==> config.mk <==
export PLATFORM = sky130hd
export DESIGN_NAME = adc_lector
export DESIGN_NICKNAME = d
export VERILOG_FILES = /design/src/rtl/adc_lector_pkg.sv /design/src/rtl/adc_lector_fifo_muestras.sv /design/src/rtl/adc_lector.sv
export SDC_FILE = /design/constraint.sdc
export NUM_CORES = 1
export LEC_CHECK = 0
export BUFFER_PORTS_ARGS = -buffer_cell sky130_fd_sc_hd__buf_2
export CORE_AREA = 5 5 157 99
export CTS_CLUSTER_SIZE = 16
export DETAILED_ROUTE_END_ITERATION = 10
export DIE_AREA = 0 0 162 104
export HOLD_SLACK_MARGIN = 0.08
export PLACE_DENSITY = 0.7
export SETUP_SLACK_MARGIN = 0.5
export SLEW_MARGIN = 20
export SYNTH_ARGS = -nofsm -noshare
export SYNTH_HDL_FRONTEND = slang
export SYNTH_SLANG_ARGS = --single-unit
==> constraint.sdc <==
create_clock -name clk -period 6.4 [get_ports clk]
set_input_delay 0.64 -clock clk [delete_from_list [all_inputs] [get_ports clk]]
set_output_delay 0.64 -clock clk [all_outputs]
set_load 0.02 [all_outputs]
==> src/rtl/adc_lector_pkg.sv <==
// adc_lector_pkg: constants and types shared by the ADC capture block and its sample FIFO.
// Holds the capture/emitter state encodings, the sample width and the byte-order constant.
// Purely declarative: no logic, no latency, no flow control.
package adc_lector_pkg;

  // Bits shifted in per conversion; this revision of the ADC interface is fixed at 16.
  localparam int NBITS = 16;

  // Byte order towards the host: 1 = most significant byte first.
  localparam logic MSB_FIRST = 1'b1;

  typedef logic [NBITS-1:0] sample_t;

  // Capture FSM encodings.
  localparam logic [1:0] C_IDLE  = 2'd0;
  localparam logic [1:0] C_CONV  = 2'd1;
  localparam logic [1:0] C_SHIFT = 2'd2;
  localparam logic [1:0] C_STORE = 2'd3;

  // Emitter FSM encodings.
  localparam logic [2:0] E_IDLE = 3'd0;
  localparam logic [2:0] E_HI   = 3'd1;
  localparam logic [2:0] E_GAP1 = 3'd2;
  localparam logic [2:0] E_LO   = 3'd3;
  localparam logic [2:0] E_GAP2 = 3'd4;

  // Byte sent in the first strobe of a pair.
  function automatic logic [7:0] first_byte(input sample_t s);
    return MSB_FIRST ? s[15:8] : s[7:0];
  endfunction

  // Byte sent in the second strobe of a pair.
  function automatic logic [7:0] second_byte(input sample_t s);
    return MSB_FIRST ? s[7:0] : s[15:8];
  endfunction

endpackage

==> src/rtl/adc_lector_fifo_muestras.sv <==
// fifo_muestras: synchronous sample FIFO, NBITS wide x DEPTH entries, head readable combinationally.
// Latency: a push is visible at the head the cycle after the write edge; pop advances at the edge.
// Backpressure: push is refused when full unless a pop happens in the same cycle; pop on empty is ignored.
//
// Ports: clk, rst_n (sync, active low), push/push_dat (write side), pop/head (read side),
//        full, empty (both derived from registered pointers).
// DEPTH must be a power of two and at least 2.
module fifo_muestras
  import adc_lector_pkg::*;
#(
  parameter int DEPTH = 8
) (
  input  logic    clk,
  input  logic    rst_n,
  input  logic    push,
  input  sample_t push_dat,
  input  logic    pop,
  output sample_t head,
  output logic    full,
  output logic    empty
);

  localparam int AW = $clog2(DEPTH);

  // One extra pointer bit distinguishes full (MSBs differ) from empty (all bits equal).
  logic [AW:0] wr_ptr;
  logic [AW:0] rd_ptr;
  sample_t     mem [DEPTH];

  logic wr_ok;
  logic rd_ok;

  assign empty = (wr_ptr == rd_ptr);
  assign full  = (wr_ptr[AW] != rd_ptr[AW]) && (wr_ptr[AW-1:0] == rd_ptr[AW-1:0]);
  assign head  = mem[rd_ptr[AW-1:0]];

  // A pop in the same cycle frees the head slot, so a push on a full FIFO is still accepted;
  // the head is read before the edge that overwrites it.
  assign wr_ok = push && (!full || pop);
  assign rd_ok = pop && !empty;

  always_ff @(posedge clk) begin
    if (!rst_n) begin
      wr_ptr <= '0;
      rd_ptr <= '0;
    end else begin
      if (wr_ok) wr_ptr <= wr_ptr + 1'b1;
      if (rd_ok) rd_ptr <= rd_ptr + 1'b1;
    end
  end

  // Storage needs no reset: pointers define which entries are meaningful.
  always_ff @(posedge clk) begin
    if (wr_ok) mem[wr_ptr[AW-1:0]] <= push_dat;
  end

endmodule

==> src/rtl/adc_lector.sv <==
// adc_lector: on each flag_adc pulse reads one 16-bit sample from a serial ADC into a FIFO,
// then streams buffered samples to the host as strobed bytes (first byte per MSB_FIRST).
// Latency: flag_adc to FIFO write 2 + 34*SCLK_DIV cycles; FIFO non-empty to first Stb 1 cycle.
// Backpressure: rd_en gates starting a sample pair only; a full FIFO drops the sample and sets overflow.
//
// Ports:
//   clk, rst_n            single clock, synchronous active-low reset
//   flag_adc              one-cycle conversion request
//   adc_cs_n, adc_sclk    ADC chip select (active low) and serial clock (idle low)
//   adc_sdo               ADC serial data, MSB first
//   rd_en                 host ready (level)
//   dato, Stb             byte to host and its one-cycle strobe
//   busy, fifo_full       capture FSM active / FIFO holds FIFO_DEPTH samples
//   overflow              sticky: sample dropped or request missed; cleared only by reset
//
// Build option: define ADC_TEST_PATTERN_EN to store an incrementing 16-bit counter instead of
// the shifted ADC data (the SPI pins keep toggling exactly as in normal operation).
module adc_lector
  import adc_lector_pkg::*;
#(
  parameter int SCLK_DIV   = 2,
  parameter int NBITS      = adc_lector_pkg::NBITS,
  parameter int FIFO_DEPTH = 8
) (
  input  logic       clk,
  input  logic       rst_n,
  input  logic       flag_adc,
  output logic       adc_cs_n,
  output logic       adc_sclk,
  input  logic       adc_sdo,
  input  logic       rd_en,
  output logic [7:0] dato,
  output logic       Stb,
  output logic       busy,
  output logic       fifo_full,
  output logic       overflow
);

  // div_cnt covers both the setup window (0..2*SCLK_DIV) and one sclk half period.
  localparam int CW = $clog2(2 * SCLK_DIV + 1);
  localparam int HW = $clog2(2 * NBITS);

  localparam logic [CW-1:0] SETUP_LAST     = CW'(2 * SCLK_DIV);
  localparam logic [CW-1:0] HALF_LAST      = CW'(SCLK_DIV - 1);
  localparam logic [HW-1:0] HALF_CNT_LAST  = HW'(2 * NBITS - 1);

  // ---------------------------------------------------------------------------
  // Capture side
  // ---------------------------------------------------------------------------
  logic [1:0]       c_state;
  logic [CW-1:0]    div_cnt;
  logic [HW-1:0]    half_cnt;
  logic [NBITS-1:0] shreg;

  logic    store_ev;
  logic    missed;
  logic    drop;
  logic    push;
  logic    pop;
  logic    f_full;
  logic    f_empty;
  sample_t head;
  sample_t store_dat;

  assign store_ev = (c_state == C_STORE);
  assign missed   = flag_adc && (c_state != C_IDLE);
  assign push     = store_ev && (!f_full || pop);
  // A pop in the same cycle makes room, so only a push against a full, non-draining FIFO drops.
  assign drop     = store_ev && f_full && !pop;

  assign busy      = (c_state != C_IDLE);
  assign fifo_full = f_full;

  // Timeline for a request sampled at edge N (D = SCLK_DIV):
  //   N           IDLE -> CONV
  //   N+1         adc_cs_n falls (registered from the CONV state)
  //   N+1+2D      CONV -> SHIFT, first sclk rise, MSB sampled
  //   N+1+34D     32 half periods done (16 rises, last fall, trailing low half) -> STORE
  //   N+2+34D     FIFO write, adc_cs_n rises
  always_ff @(posedge clk) begin
    if (!rst_n) begin
      c_state  <= C_IDLE;
      div_cnt  <= '0;
      half_cnt <= '0;
      shreg    <= '0;
      adc_cs_n <= 1'b1;
      adc_sclk <= 1'b0;
      overflow <= 1'b0;
    end else begin
      adc_cs_n <= !((c_state == C_CONV) || (c_state == C_SHIFT));
      if (missed || drop) overflow <= 1'b1;

      case (c_state)
        C_IDLE: begin
          if (flag_adc) begin
            c_state <= C_CONV;
            div_cnt <= '0;
          end
        end

        C_CONV: begin
          if (div_cnt == SETUP_LAST) begin
            c_state  <= C_SHIFT;
            div_cnt  <= '0;
            half_cnt <= '0;
            adc_sclk <= 1'b1;
            shreg    <= {shreg[NBITS-2:0], adc_sdo};
          end else begin
            div_cnt <= div_cnt + 1'b1;
          end
        end

        C_SHIFT: begin
          if (div_cnt == HALF_LAST) begin
            div_cnt <= '0;
            if (half_cnt == HALF_CNT_LAST) begin
              c_state <= C_STORE;
            end else begin
              half_cnt <= half_cnt + 1'b1;
              adc_sclk <= !adc_sclk;
              // Data is taken on the edge that drives sclk high.
              if (!adc_sclk) shreg <= {shreg[NBITS-2:0], adc_sdo};
            end
          end else begin
            div_cnt <= div_cnt + 1'b1;
          end
        end

        C_STORE: begin
          c_state <= C_IDLE;
        end

        default: begin
          c_state <= C_IDLE;
        end
      endcase
    end
  end

`ifdef ADC_TEST_PATTERN_EN
  // Pattern advances on every store attempt, dropped ones included, so gaps reveal overflows.
  sample_t tp_cnt;

  always_ff @(posedge clk) begin
    if (!rst_n) begin
      tp_cnt <= '0;
    end else if (store_ev) begin
      tp_cnt <= tp_cnt + 1'b1;
    end
  end

  assign store_dat = tp_cnt;
`else
  assign store_dat = shreg;
`endif

  fifo_muestras #(
    .DEPTH (FIFO_DEPTH)
  ) u_fifo (
    .clk      (clk),
    .rst_n    (rst_n),
    .push     (push),
    .push_dat (store_dat),
    .pop      (pop),
    .head     (head),
    .full     (f_full),
    .empty    (f_empty)
  );

  // ---------------------------------------------------------------------------
  // Emitter side
  // ---------------------------------------------------------------------------
  logic [2:0] e_state;
  logic [7:0] second_q;

  // rd_en is only consulted here, so a pair that has started always completes.
  assign pop = (e_state == E_IDLE) && !f_empty && rd_en;

  // dato/Stb are registered on entry to each state, so they are valid exactly while in it.
  always_ff @(posedge clk) begin
    if (!rst_n) begin
      e_state  <= E_IDLE;
      dato     <= 8'h00;
      Stb      <= 1'b0;
      second_q <= 8'h00;
    end else begin
      case (e_state)
        E_IDLE: begin
          Stb <= 1'b0;
          if (pop) begin
            e_state  <= E_HI;
            dato     <= first_byte(head);
            second_q <= second_byte(head);
            Stb      <= 1'b1;
          end
        end

        E_HI: begin
          e_state <= E_GAP1;
          Stb     <= 1'b0;
        end

        E_GAP1: begin
          e_state <= E_LO;
          dato    <= second_q;
          Stb     <= 1'b1;
        end

        E_LO: begin
          e_state <= E_GAP2;
          Stb     <= 1'b0;
        end

        E_GAP2: begin
          e_state <= E_IDLE;
          Stb     <= 1'b0;
        end

        default: begin
          e_state <= E_IDLE;
          Stb     <= 1'b0;
        end
      endcase
    end
  end

endmodule

=== Yosys cells after proc, flatten, opt, wreduce, memory -nomap -nowiden ===
Memory sizes are Yosys's and may differ from the RTL's. A register that Yosys moved wholly into a read port is not among the register bits.
Cells that the tools add are included.

* Bits in registers: 57
* RAM bits: 128
* Output and inout bits: 14
* Logic and storage cells: 98
* Memories kept: 1

* $add $sub $neg: 4
* Eq/ne operators: 19
* Multiplexer cells: 32
* Reductions and logical operators: 29

{| class="wikitable"
|+ Memories
! memory !! depth !! width !! read ports !! clocked after memory_dff !! wr ports !! line !! RTL
|-
| u_fifo.mem || 8 || 16 || 1 || 1 || 1 || adc_lector_fifo_muestras.sv:28 || <nowiki>sample_t mem [DEPTH];</nowiki>
|}

{| class="wikitable"
|+ Operators by type and width
! kind !! count
|-
| 16-bit 2-to-1 mux || 4
|-
| 16-bit one-hot mux with 2 select lines || 1
|-
| 3-bit 2-to-1 mux || 6
|-
| 8-bit one-hot mux with 2 select lines || 1
|-
| 5-bit 2-to-1 mux || 3
|-
| 3-bit one-hot mux with 4 select lines || 1
|-
| 5-bit one-hot mux with 2 select lines || 1
|-
| 1-bit logical AND || 9
|-
| 3-bit one-hot mux with 3 select lines || 1
|-
| 4-bit by 1-bit adder with 4-bit output (second input constant) || 2
|-
| 2-bit 2-to-1 mux || 4
|-
| 8-bit 2-to-1 mux || 1
|-
| 2-bit inequality test (second input constant) || 4
|-
| 2-bit one-hot mux with 4 select lines || 1
|-
| 4-bit AND reduction || 2
|-
| 3-bit by 1-bit == test with 1-bit output (second input constant) || 2
|-
| 3-bit by 2-bit == test with 1-bit output (second input constant) || 2
|-
| 1-bit 2-to-1 mux || 6
|-
| 2-bit by 1-bit inequality test with 1-bit output (second input constant) || 3
|-
| 2-bit AND reduction || 3
|-
| 2-bit nonzero test || 3
|-
| 5-bit by 1-bit adder with 5-bit output (second input constant) || 1
|-
| 5-bit == test (second input constant) || 1
|-
| 1-bit zero test || 5
|-
| 13 further kinds || 17
|}

=== Logic depth before layout (Yosys ltp) ===
* Word-level depth: 9
* Mapped depth: 9
* Gate-level depth less buffers: 7

=== Hierarchy ===
From an unflattened synthesis, not the netlist that was laid out.

* Cell total of the unflattened synthesis: 484
* Area total of the unflattened synthesis: 7472.2 sq um

{| class="wikitable"
|+ Modules (own cells, without submodules)
! module !! times used !! cells each !! area each (sq um) !! sequential area each (sq um)
|-
| fifo_muestras || 1 || 256 || 5380.2 || 4063.9
|-
| adc_lector || 1 || 228 || 2092.0 || 980.9
|}

=== Worst setup path before layout ===
OpenSTA, ideal clock, no wires.

* Kind: input -> register
* Start point: input rd_en
* End point: memory u_fifo.mem[0][0] in the netlist's numbering (enable)
* Setup time: 430 ps
* Data arrival time: 2729 ps
* Path slack: 3241 ps
* Stages on the path: 3
* Buffers on the path: 0
* Cell sequence: nor4b_4 > o21ai_1 > nor4_1

* Longest elaborated chain between the ends: 6

{| class="wikitable"
|+ RTL lines
! element !! line !! RTL
|-
| start: declaration || adc_lector.sv:31 || <nowiki>input logic rd_en,</nowiki>
|-
| 1-bit logical AND (*) || adc_lector.sv:177 || <nowiki>assign pop = (e_state == E_IDLE) && !f_empty && rd_en;</nowiki>
|-
| 1-bit logical OR (*) || adc_lector_fifo_muestras.sv:39, adc_lector.sv:67 ||
|-
| 1-bit logical AND || adc_lector.sv:67 || <nowiki>assign push = store_ev && (!f_full || pop);</nowiki>
|-
| 1-bit logical AND (*) || adc_lector_fifo_muestras.sv:39 || <nowiki>assign wr_ok = push && (!full || pop);</nowiki>
|-
| 1-bit 2-to-1 mux (*) || adc_lector_fifo_muestras.sv:54 || <nowiki>if (wr_ok) mem[wr_ptr[AW-1:0]] <= push_dat;</nowiki>
|-
| 1-bit 2-to-1 mux (implied by the code) (*) || adc_lector_fifo_muestras.sv:54 ||
|-
| end: declaration || adc_lector_fifo_muestras.sv:28 ||
|}

Mark *: on every way between the ends. The rest lies on a longest branch, timed or not.

=== Final worst setup path ===
* Start point: register e_state[1]
* End point: memory u_fifo.mem[2][9] in the netlist's numbering (enable)

* Longest elaborated chain between the ends: 8

{| class="wikitable"
|+ RTL lines
! element !! line !! RTL
|-
| start: declaration || adc_lector.sv:173 || <nowiki>logic [2:0] e_state;</nowiki>
|-
| start signal: assignment || adc_lector.sv:182 || <nowiki>e_state <= E_IDLE;</nowiki>
|-
| start signal: assignment || adc_lector.sv:191 || <nowiki>e_state <= E_HI;</nowiki>
|-
| start signal: assignment || adc_lector.sv:199 || <nowiki>e_state <= E_GAP1;</nowiki>
|-
| 3-bit zero test (*) || adc_lector.sv:177 ||
|-
| 1-bit logical AND (*) (2 in series) || adc_lector.sv:177 ||
|-
| 1-bit logical OR (*) || adc_lector_fifo_muestras.sv:39, adc_lector.sv:67 ||
|-
| 1-bit logical AND || adc_lector.sv:67 ||
|-
| 1-bit logical AND (*) || adc_lector_fifo_muestras.sv:39 ||
|-
| 1-bit 2-to-1 mux (*) || adc_lector_fifo_muestras.sv:54 ||
|-
| 1-bit 2-to-1 mux (implied by the code) (*) || adc_lector_fifo_muestras.sv:54 ||
|}

Marks and branches as above.

==> impl_metrics.toml <==
[synth]
synthArstFlopShare_pct = 0
syn_avg_cell_area_um2 = 14.3
yosysWarnings = 0
synth.yosys.seq_area_share_pct = 67.5
synthCells = 522
synth_flop_cell = "edfxtp_1"
synth-seq-cells = 188
syn_area_um2 = 7470
syn-num-nets = 539
synth_edf_count = 128
ys_types = 44

[timing]
min_period_ns = 2.64
skew_ns = 0.0104
layout_setup_ws_ns = 3.76
max_freq_ghz = 0.379
hold_ws_ns = 0.483
rsz0062_at_grt = "no"
fin_crit_sh_pct = 41.2
hold_violations = 0
slew_viol_final = 0
max_slew_margin_pct = 28.6
tns_ns = 0
setup-violations-final = 0
worst_pin_slew_ns = 1.07

[routing]
ant_nets = 0
drtIter0Drc = 440
routed_via_density = 5.95
drtPass1Iterations = 5
drc = 0
vias = 4352
wire_per_inst_um = 21.2
routed_wl_um = 15500

[placement]
placed_area_um2 = 7730
dp_hpwl_um = 9530
place_congestion = 0.776
place_ws_ns = 3.61
dpl.cell_count = 699
port_buffers = 18

[setup_path]
critPathBufInv = 1
crit_fanout = 14
start_kind = "flip-flop"
critical_path.top_delay_family = "simple AND/OR/NAND/NOR gates"
worstPathCellList = "nor4b_4 -> o21ai_1 -> nor3_2 -> buf_4"
crit_type = "reg -> reg"
slowest_stage = "nor3_2"
crit_path_max_incr_delay_ns = 0.78
required_ns = 6.53
cp-end-kind = "flip-flop"
arrival_ns = 2.77

[cts]
ctsHoldBuffers = 0
clkTransAtPathRegs_ns = 0.07
clock_latency_ns = 0.43
clk_path_buf_depth = 2
clkSinkCount = 188
ctsResizeCount = 0
root_buffer = "clkbuf_16"
cts_tree = "built"
cts_setup_buffers = 0
cts_htree_levels = 4
numCtsBuffers = 17

[grt]
grt-ovfl-total = 0
grt_max_degree = 64
grt_pass1_wl_um = 24500
grt_pass1_vias = 4250
grt_usage_pct = 19.2
antenna_found_initial = 0

[final_layout]
layout_commonest_cell = "edfxtp_1"
drive_gt1_share_pct = 17.6
final_cell_mix = "128 x edfxtp_1, 59 x dfxtp_1, 41 x nand2_1"
final_nets = 555
area_delta_synth_final_pct = 11.3
antennaDiodeCount = 0
fin_area_um2 = 8310
fin_cells = 731

[job]
cap_violations = 0

[pwr]
leakage_uw = 0.00281
power_density_nw_per_um2 = 338
ir_worst_vdd_v = 0.000166

[floorplan]
die-area_um2 = 16800
pin_count = 19
die_w_um = 162
start_util_pct = 53.2
die_h_um = 104
core-area_um2 = 14000
floorplan.rows = 34

[outcome]
status = "completed"

[min_path]
hold_class = "reg -> reg"
where the power goes:
group	switching [µW]	internal (µW)
combinational	263	133
clock	504	521
sequential	45.4	1340
routing by layer:
layer | routed length, µm | vias up | global-route usage, %
met1 | 7290 | 2200 | 29.4
li1 | - | 2012 | -
met4 | 138 | 0 | 4.65
met5 | 0 | - | 0
met3 | 990 | 11 | 4.44
met2 | 7100 | 129 | 27.8
state kept, by name (all words and copies together) (netlist names), named ones only:
| signal | count |
|---|---|
| u_fifo.mem | 128 |
| shreg | 16 |
| dato | 8 |
| second_q | 8 |
| half_cnt | 5 |
| u_fifo.rd_ptr | 4 |
| u_fifo.wr_ptr | 4 |
| div_cnt | 3 |
| e_state | 3 |
| c_state | 2 |
| Stb | 1 |
| adc_cs_n | 1 |
| adc_sclk | 1 |
| overflow | 1 |
worst min-delay path: cells and delay by family (launching register included):
kind	cells	cell delay, ns
flops	1	0.33
simple gates	2	0.11
kinds of logic (layout without fill, tap and decap cells):
kind of cell / after synthesis / after routing / synth area share (%)
buffers and inverters: 42 / 71 / 2.80
adder cells (fa/ha/maj): 12 / 12 / 2.01
flip-flops: 188 / 188 / 67.5
AND/OR/NAND/NOR: 134 / 134 / 8.94
XOR/XNOR: 10 / 10 / 1.17
AO/OA/AOI/OAI: 84 / 84 / 6.57
multiplexers: 52 / 52 / 11.0
final timing paths:
path,startpoint,end,slack (ns),cells after the start
setup / recovery,e_state[1],u_fifo.mem[2][9],3.76,4
hold / removal,div_cnt[1],div_cnt[1],0.48,2
setup reg to reg,e_state[1],u_fifo.mem[2][9],3.76,4
hold reg to reg,div_cnt[1],div_cnt[1],0.48,2
synth_stat cells, drive strengths merged, types with 3 or more instances:
| cell type | n | area share [%] |
|---|---|---|
| a211oi | 4 | 0.40 |
| a21oi | 27 | 1.8 |
| a22o | 3 | 0.35 |
| a31oi | 6 | 0.50 |
| buf | 18 | 1.6 |
| clkbuf | 14 | 0.72 |
| dfxtp | 60 | 16 |
| edfxtp | 128 | 51 |
| ha | 12 | 2.0 |
| inv | 10 | 0.50 |
| mux2i | 28 | 3.8 |
| mux4 | 24 | 7.2 |
| nand2 | 42 | 2.1 |
| nand2b | 7 | 0.59 |
| nand3 | 32 | 2.1 |
| nand4 | 4 | 0.42 |
| nor2 | 18 | 0.90 |
| nor2b | 7 | 0.59 |
| nor3 | 10 | 0.67 |
| nor4 | 5 | 0.42 |
| o21ai | 29 | 1.9 |
| o22ai | 6 | 0.50 |
| xnor2 | 6 | 0.70 |
| xor2 | 4 | 0.47 |
cell type report:
| class | count | area [µm²] |
|---|---|---|
| Fill cell | 1085 | 5730 |
| Tap cell | 180 | 225 |
| Clock inverter | 15 | 155 |
| Timing Repair Buffer | 29 | 175 |
| Multi-Input combinational cell | 292 | 2250 |
| Inverter | 10 | 37.5 |
| Clock buffer | 17 | 425 |
| Sequential cell | 188 | 5050 |
through the flow:
| stage | total power (µW) | utilization (%) |
|---|---|---|
| after CTS | 2810 | 59.2 |
| final | 2810 | 59.2 |
| after detailed placement | 1800 | 55.0 |
| after global placement | 1790 | 55.0 |
| after floorplan | 1700 | - |
| after global routing | 2920 | 59.2 |
No activity file was read; power rests on OpenSTA's default activity.
